<file path="src/rtl/legv8_pkg.sv">
// Shared LEGv8 definitions: widths, opcode constants, control bundle layout and ALU op encodings.
package legv8_pkg;

  localparam int LEGV8_INTEGER_SZ     = 64;
  localparam int LEGV8_INSTRUCTION_SZ = 32;

  localparam logic [10:0] OP_ADD  = 11'h458;
  localparam logic [10:0] OP_SUB  = 11'h658;
  localparam logic [10:0] OP_AND  = 11'h450;
  localparam logic [10:0] OP_ORR  = 11'h550;
  localparam logic [10:0] OP_LDUR = 11'h7C2;
  localparam logic [10:0] OP_STUR = 11'h7C0;
  localparam logic [9:0]  OP_ADDI = 10'h244;
  localparam logic [9:0]  OP_SUBI = 10'h344;
  localparam logic [7:0]  OP_CBZ  = 8'hB4;
  localparam logic [5:0]  OP_B    = 6'h05;

  typedef enum logic [1:0] {
    ALU_ADD   = 2'b00,
    ALU_PASSB = 2'b01,
    ALU_FUNCT = 2'b10
  } alu_op_e;

  typedef struct packed {
    logic    reg2loc;
    logic    alu_src;
    logic    mem_to_reg;
    logic    reg_write;
    logic    mem_read;
    logic    mem_write;
    logic    branch;
    logic    uncond_branch;
    alu_op_e alu_op;
  } ctrl_t;

  typedef enum logic [2:0] {
    FMT_NONE,
    FMT_R,
    FMT_I,
    FMT_D,
    FMT_CB,
    FMT_B
  } fmt_e;

endpackage

</file>
<file path="src/rtl/register_file.sv">
// 32 x DATA_W register file: two read ports, one synchronous write port, X31 reads zero,
// and a same-cycle write is visible on the read ports (write-first).
module register_file
  import legv8_pkg::*;
#(
  parameter int DATA_W = LEGV8_INTEGER_SZ
) (
  input  logic              clk,
  input  logic              reset,
  input  logic [4:0]        i_raddr1,
  input  logic [4:0]        i_raddr2,
  output logic [DATA_W-1:0] o_rdata1,
  output logic [DATA_W-1:0] o_rdata2,
  input  logic              i_wen,
  input  logic [4:0]        i_waddr,
  input  logic [DATA_W-1:0] i_wdata
);

  logic [DATA_W-1:0] r_regs [32];
  logic              w_wr;

  assign w_wr = i_wen && (i_waddr != 5'd31);

  always_ff @(posedge clk) begin
    if (reset) begin
      for (int i = 0; i < 32; i++) r_regs[i] <= '0;
    end else if (w_wr) begin
      r_regs[i_waddr] <= i_wdata;
    end
  end

  assign o_rdata1 = (i_raddr1 == 5'd31)            ? '0      :
                    (w_wr && i_waddr == i_raddr1)  ? i_wdata : r_regs[i_raddr1];
  assign o_rdata2 = (i_raddr2 == 5'd31)            ? '0      :
                    (w_wr && i_waddr == i_raddr2)  ? i_wdata : r_regs[i_raddr2];

endmodule

</file>
<file path="src/rtl/stage2_decode.sv">
// LEGv8 decode stage: decoder, register file, load-use interlock and the ID/EX register.
// Define LEGV8_HAZARD_DETECT_EN to build in the load-use interlock.
module stage2_decode
  import legv8_pkg::*;
#(
  parameter int DATA_W  = LEGV8_INTEGER_SZ,
  parameter int INSTR_W = LEGV8_INSTRUCTION_SZ
) (
  input  logic               clk,
  input  logic               reset,
  input  logic               in_valid,
  output logic               in_ready,
  input  logic [INSTR_W-1:0] in_instr,
  input  logic [DATA_W-1:0]  in_pc,
  input  logic               flush,
  input  logic               wb_en,
  input  logic [4:0]         wb_addr,
  input  logic [DATA_W-1:0]  wb_data,
  input  logic               ex_mem_read,
  input  logic [4:0]         ex_rd,
  output logic               out_valid,
  input  logic               out_ready,
  output logic [DATA_W-1:0]  out_pc,
  output logic [DATA_W-1:0]  out_rdata1,
  output logic [DATA_W-1:0]  out_rdata2,
  output logic [DATA_W-1:0]  out_imm,
  output logic [4:0]         out_rd,
  output logic [9:0]         out_ctrl,
  output logic               out_illegal
);

  logic [10:0]              w_op11;
  logic [9:0]               w_op10;
  logic [7:0]               w_op8;
  logic [5:0]               w_op6;
  ctrl_t                    w_ctrl;
  fmt_e                     w_fmt;
  logic                     w_illegal;
  logic                     w_use_rn;
  logic                     w_use_r2;
  logic [4:0]               w_rn_idx;
  logic [4:0]               w_r2_idx;
  logic signed [DATA_W-1:0] w_imm;
  logic [DATA_W-1:0]        w_rdata1;
  logic [DATA_W-1:0]        w_rdata2;
  logic                     w_stall;
  logic                     w_accept;

  logic                     r_valid;
  logic [DATA_W-1:0]        r_pc;
  logic [DATA_W-1:0]        r_rdata1;
  logic [DATA_W-1:0]        r_rdata2;
  logic signed [DATA_W-1:0] r_imm;
  logic [4:0]               r_rd;
  ctrl_t                    r_ctrl;
  logic                     r_illegal;
  logic [4:0]               r_rn_idx;
  logic [4:0]               r_r2_idx;

  assign w_op11 = in_instr[31:21];
  assign w_op10 = in_instr[31:22];
  assign w_op8  = in_instr[31:24];
  assign w_op6  = in_instr[31:26];

  // Opcode fields have different widths per format; none of the encodings overlap.
  always_comb begin
    w_ctrl    = '0;
    w_fmt     = FMT_NONE;
    w_illegal = 1'b1;
    w_use_rn  = 1'b0;
    w_use_r2  = 1'b0;
    if (w_op11 == OP_ADD || w_op11 == OP_SUB || w_op11 == OP_AND || w_op11 == OP_ORR) begin
      w_fmt            = FMT_R;
      w_illegal        = 1'b0;
      w_ctrl.reg_write = 1'b1;
      w_ctrl.alu_op    = ALU_FUNCT;
      w_use_rn         = 1'b1;
      w_use_r2         = 1'b1;
    end else if (w_op11 == OP_LDUR) begin
      w_fmt             = FMT_D;
      w_illegal         = 1'b0;
      w_ctrl.alu_src    = 1'b1;
      w_ctrl.mem_to_reg = 1'b1;
      w_ctrl.reg_write  = 1'b1;
      w_ctrl.mem_read   = 1'b1;
      w_ctrl.alu_op     = ALU_ADD;
      w_use_rn          = 1'b1;
    end else if (w_op11 == OP_STUR) begin
      w_fmt            = FMT_D;
      w_illegal        = 1'b0;
      w_ctrl.reg2loc   = 1'b1;
      w_ctrl.alu_src   = 1'b1;
      w_ctrl.mem_write = 1'b1;
      w_ctrl.alu_op    = ALU_ADD;
      w_use_rn         = 1'b1;
      w_use_r2         = 1'b1;
    end else if (w_op10 == OP_ADDI || w_op10 == OP_SUBI) begin
      w_fmt            = FMT_I;
      w_illegal        = 1'b0;
      w_ctrl.alu_src   = 1'b1;
      w_ctrl.reg_write = 1'b1;
      w_ctrl.alu_op    = ALU_FUNCT;
      w_use_rn         = 1'b1;
    end else if (w_op8 == OP_CBZ) begin
      w_fmt          = FMT_CB;
      w_illegal      = 1'b0;
      w_ctrl.reg2loc = 1'b1;
      w_ctrl.branch  = 1'b1;
      w_ctrl.alu_op  = ALU_PASSB;
      w_use_r2       = 1'b1;
    end else if (w_op6 == OP_B) begin
      w_fmt                = FMT_B;
      w_illegal            = 1'b0;
      w_ctrl.uncond_branch = 1'b1;
      w_ctrl.alu_op        = ALU_ADD;
    end
  end

  always_comb begin
    w_imm = '0;
    case (w_fmt)
      FMT_I:   w_imm = {{(DATA_W-12){1'b0}}, in_instr[21:10]};
      FMT_D:   w_imm = {{(DATA_W-9){in_instr[20]}}, in_instr[20:12]};
      FMT_CB:  w_imm = {{(DATA_W-21){in_instr[23]}}, in_instr[23:5], 2'b00};
      FMT_B:   w_imm = {{(DATA_W-28){in_instr[25]}}, in_instr[25:0], 2'b00};
      default: w_imm = '0;
    endcase
  end

  assign w_rn_idx = in_instr[9:5];
  assign w_r2_idx = w_ctrl.reg2loc ? in_instr[4:0] : in_instr[20:16];

  register_file #(
    .DATA_W (DATA_W)
  ) u_regfile (
    .clk      (clk),
    .reset    (reset),
    .i_raddr1 (w_rn_idx),
    .i_raddr2 (w_r2_idx),
    .o_rdata1 (w_rdata1),
    .o_rdata2 (w_rdata2),
    .i_wen    (wb_en),
    .i_waddr  (wb_addr),
    .i_wdata  (wb_data)
  );

`ifdef LEGV8_HAZARD_DETECT_EN
  assign w_stall = ex_mem_read && (ex_rd != 5'd31) &&
                   ((w_use_rn && ex_rd == w_rn_idx) || (w_use_r2 && ex_rd == w_r2_idx));
`else
  logic w_unused_hazard;
  assign w_unused_hazard = ^{ex_mem_read, ex_rd, w_use_rn, w_use_r2};
  assign w_stall         = 1'b0;
`endif

  assign in_ready = !reset && !flush && !w_stall && (!r_valid || out_ready);
  assign w_accept = in_valid && in_ready;

  // ID/EX register boundary
  always_ff @(posedge clk) begin
    if (reset)         r_valid <= 1'b0;
    else if (flush)    r_valid <= 1'b0;
    else if (w_accept) r_valid <= 1'b1;
    else if (out_ready) r_valid <= 1'b0;
  end

  // A held bundle keeps tracking write-backs so its operands are never stale when consumed.
  always_ff @(posedge clk) begin
    if (reset) begin
      r_pc      <= '0;
      r_rdata1  <= '0;
      r_rdata2  <= '0;
      r_imm     <= '0;
      r_rd      <= '0;
      r_ctrl    <= '0;
      r_illegal <= 1'b0;
      r_rn_idx  <= '0;
      r_r2_idx  <= '0;
    end else if (w_accept) begin
      r_pc      <= in_pc;
      r_rdata1  <= w_rdata1;
      r_rdata2  <= w_rdata2;
      r_imm     <= w_imm;
      r_rd      <= in_instr[4:0];
      r_ctrl    <= w_ctrl;
      r_illegal <= w_illegal;
      r_rn_idx  <= w_rn_idx;
      r_r2_idx  <= w_r2_idx;
    end else if (r_valid && !out_ready && !flush && wb_en && wb_addr != 5'd31) begin
      if (wb_addr == r_rn_idx) r_rdata1 <= wb_data;
      if (wb_addr == r_r2_idx) r_rdata2 <= wb_data;
    end
  end

  assign out_valid   = r_valid;
  assign out_pc      = r_pc;
  assign out_rdata1  = r_rdata1;
  assign out_rdata2  = r_rdata2;
  assign out_imm     = r_imm;
  assign out_rd      = r_rd;
  assign out_ctrl    = r_ctrl;
  assign out_illegal = r_illegal;

endmodule

</file>
<file path="config.mk">
export PLATFORM = sky130hd
export DESIGN_NAME = stage2_decode
export DESIGN_NICKNAME = d
export VERILOG_FILES = /design/src/rtl/legv8_pkg.sv /design/src/rtl/register_file.sv /design/src/rtl/stage2_decode.sv
export SDC_FILE = /design/constraint.sdc
export NUM_CORES = 2
export LEC_CHECK = 0
export ABC_AREA = 0
export CAP_MARGIN = 20
export CORE_MARGIN = 2
export CORE_UTILIZATION = 40
export DETAILED_ROUTE_END_ITERATION = 10
export PLACE_DENSITY_LB_ADDON = 0.2
export SLEW_MARGIN = 20
export SYNTH_ARGS = -nofsm -noshare
export SYNTH_HDL_FRONTEND = slang
export SYNTH_SLANG_ARGS = --single-unit
</file>
<file path="constraint.sdc">
create_clock -name clk -period 4.5 [get_ports clk]
set_input_delay 0.45 -clock clk [delete_from_list [all_inputs] [get_ports clk]]
set_output_delay 0.45 -clock clk [all_outputs]
set_load 0.05 [all_outputs]
</file>
==> reports/results.tsv <==
metric	value	unit
vias_per_cell	6.71	
synth_cell_type_count	71	
initial_core_util	40.2	%
drt_iter0_drc	16327	
grt_start_max_net_pins	177	
setup-tns-final	0	ns
antenna_found_initial	28	
async_flop_share	0	%
rsz0062_at_grt	no	
synth_seq_cells	2293	
met1Wirelength	195000	um
routed-wl-met3	69600	um
fin_area	0.143	sq mm
routed_wl	542000	um
ctsHoldBuffers	1	
utilization	46.7	%
dieHeight	558	um
cts-root-buf	clkbuf_16	
tightest_slew	1.24	ns
p_per_area	385	mW/mm^2
crit_arrival	4.54	ns
vias	104623	
grt_pass1_vias	100185	
final_hold_viol_count	0	
clk_path_buf_depth	4	
ant_nets	0	
synth_area_per_cell	10.8	sq um
seq_area_frac_synth	54.2	%
drcViolationCount	0	
ys_top_cells_by_area	edfxtp_1 50%, mux4_2 7.6%, nor3_1 6.7%	
synth-main-ff-cell	edfxtp_1	
area_delta_synth_final	16.4	%
drive_above_1_share	13.1	%
synth_area_leader_cell	edfxtp_1	
dp_hpwl	318000	um
wl_met2	240000	um
netlist.area_leader.share	50.2	%
layout_common_cells	2048 x edfxtp_1, 1633 x nor3_1, 1316 x nand2_1	
die_w	558	um
yosysWarnings	0	
clk_latency	0.93	ns
dieArea	0.311	sq mm
grt_pass1_wl	754000	um
fin_crit_sh	82.0	%
skew	0.0407	ns
cts_made_buffers	271	
critPathLaunchType	input port	
gp_congestion	0.899	
cts_setup_buffers	0	
final_nets	11455	
placed_cell_area	0.134	sq mm
crit_type	input port to register	
clk_pin_slew	0.06	ns
track_usage	33.8	%
period_needed	3.69	ns
status	finished, final reports clean	
peakVddDrop	0.000352	V
highest_layer	met5	
fmax	0.271	GHz
fin_ws	0.809	ns
post-place-ws	0.0194	ns
cts_tree	yes	
cts_resized	0	
maxSlewViolCount	0	
hold_class	input port to register	
setup_viol	0	
ios	451	
fillCellCount	27847	
dr.pass1.iters	10	
whs	0.0729	ns
avgRoutedWirePerCell	34.7	um
row_count	203	
core	0.305	sq mm
p_leak	48.1	nW
layout_commonest_cell	edfxtp_1	
synth-edff-count	2048	
synthCells	11329	
cts.sinks	2293	
grt_overflow	0	
cp.required	5.35	ns
crit_fanout	19	
endpoint_kind	register	
slew_headroom	17.3	%
drv_cap	0	
port-buffer-count	444	
htree_levels	5	
synth_area	0.123	sq mm
## cell type report
class	instances	area, sq um	share of cell area, %
clock inverters	125	1340	0.939
well taps	4100	5130	3.60
flip-flops and latches	2293	66400	46.6
multi-input cells	7373	49900	35.0
clock buffers	355	7450	5.22
inverters	314	1180	0.826
diodes	13	32.5	0.0228
repair buffers	1025	11200	7.83
## logic make-up (layout without fill, tap and decap cells)
| family | after synthesis | in the layout | share of synthesized area [%] |
|---|---|---|---|
| other | 1 | 77 | 0.00306 |
| and+or+nand+nor | 4379 | 4379 | 16.9 |
| muxes | 1029 | 1029 | 12.6 |
| buffers and inverters | 1726 | 1819 | 5.58 |
| AOI/OAI and AO/OA | 1882 | 1882 | 10.6 |
| DFF | 2293 | 2293 | 54.2 |
| xor gates and xnor gates | 19 | 19 | 0.136 |
## metal layers
layer / up-vias / track usage, %
met1: 52185 / 43.4
met4: 10 / 20.4
met3: 1651 / 7.86
met2: 8173 / 52.0
met5: - / 0
li1: 42604 / -
## cells in the mapped netlist, types with 110 or more instances
master,count
o2111ai_1,265
edfxtp_1,2048
nand2_1,1319
clkbuf_1,1048
o21ai_0,224
a21oi_1,497
a211oi_1,136
and2_1,375
mux4_2,412
dfxtp_1,245
buf_1,160
mux2i_1,596
a31oi_1,110
nand3_1,520
nor2_1,331
nor3_1,1634
inv_1,314
o211ai_1,282
buf_2,159
## report_power, final
group / internal (mW) / switching [mW]
Sequential: 24.3 / 0.692
Clock: 13.0 / 9.46
Combinational: 2.45 / 5.08
Total: 39.7 / 15.2
## stage by stage
step | instances | total power [mW]
5_1_grt | 15594 | 56.1
3_3_place_gp | 15102 | 32.5
3_5_place_dp | 15102 | 32.7
2_1_floorplan | 11392 | 29.3
6_report | 15598 | 55.0
4_1_cts | 15583 | 54.8
## worst max-delay path, cell delays in order
cell and delay (ns):
clkdlybuf4s50_1 0.55, nand4bb_1 0.36, nor4_4 0.35, buf_12 0.21, buf_12 0.16, o211a_4 0.43, xnor2_1 0.17, a2111oi_4 0.47
buf_12 0.26, nand2_1 0.44, buf_4 0.36, o211ai_1 0.11, o21ba_2 0.15
## path summary, 6_finish.rpt
kind / start / to / slack, ns / cells after the start
hold reg to reg: out_pc[11] / out_pc[11] / 0.45 / 2
setup / recovery: in_instr[24] / out_rdata2[47] / 0.81 / 13
setup reg to reg: out_valid / out_rdata2[26] / 1.72 / 7
hold / removal: in_pc[26] / out_pc[26] / 0.07 / 3
## sequential cells by signal, indices dropped and copies added (netlist names)
register,cells
r_r2_idx,5
out_rdata1,64
r_rn_idx,5
out_pc,64
out_illegal,1
out_rdata2,64
out_valid,1
out_imm,28
out_rd,5
out_ctrl,8
u_regfile.r_regs,2048
Power figures use the tool's default switching activity.
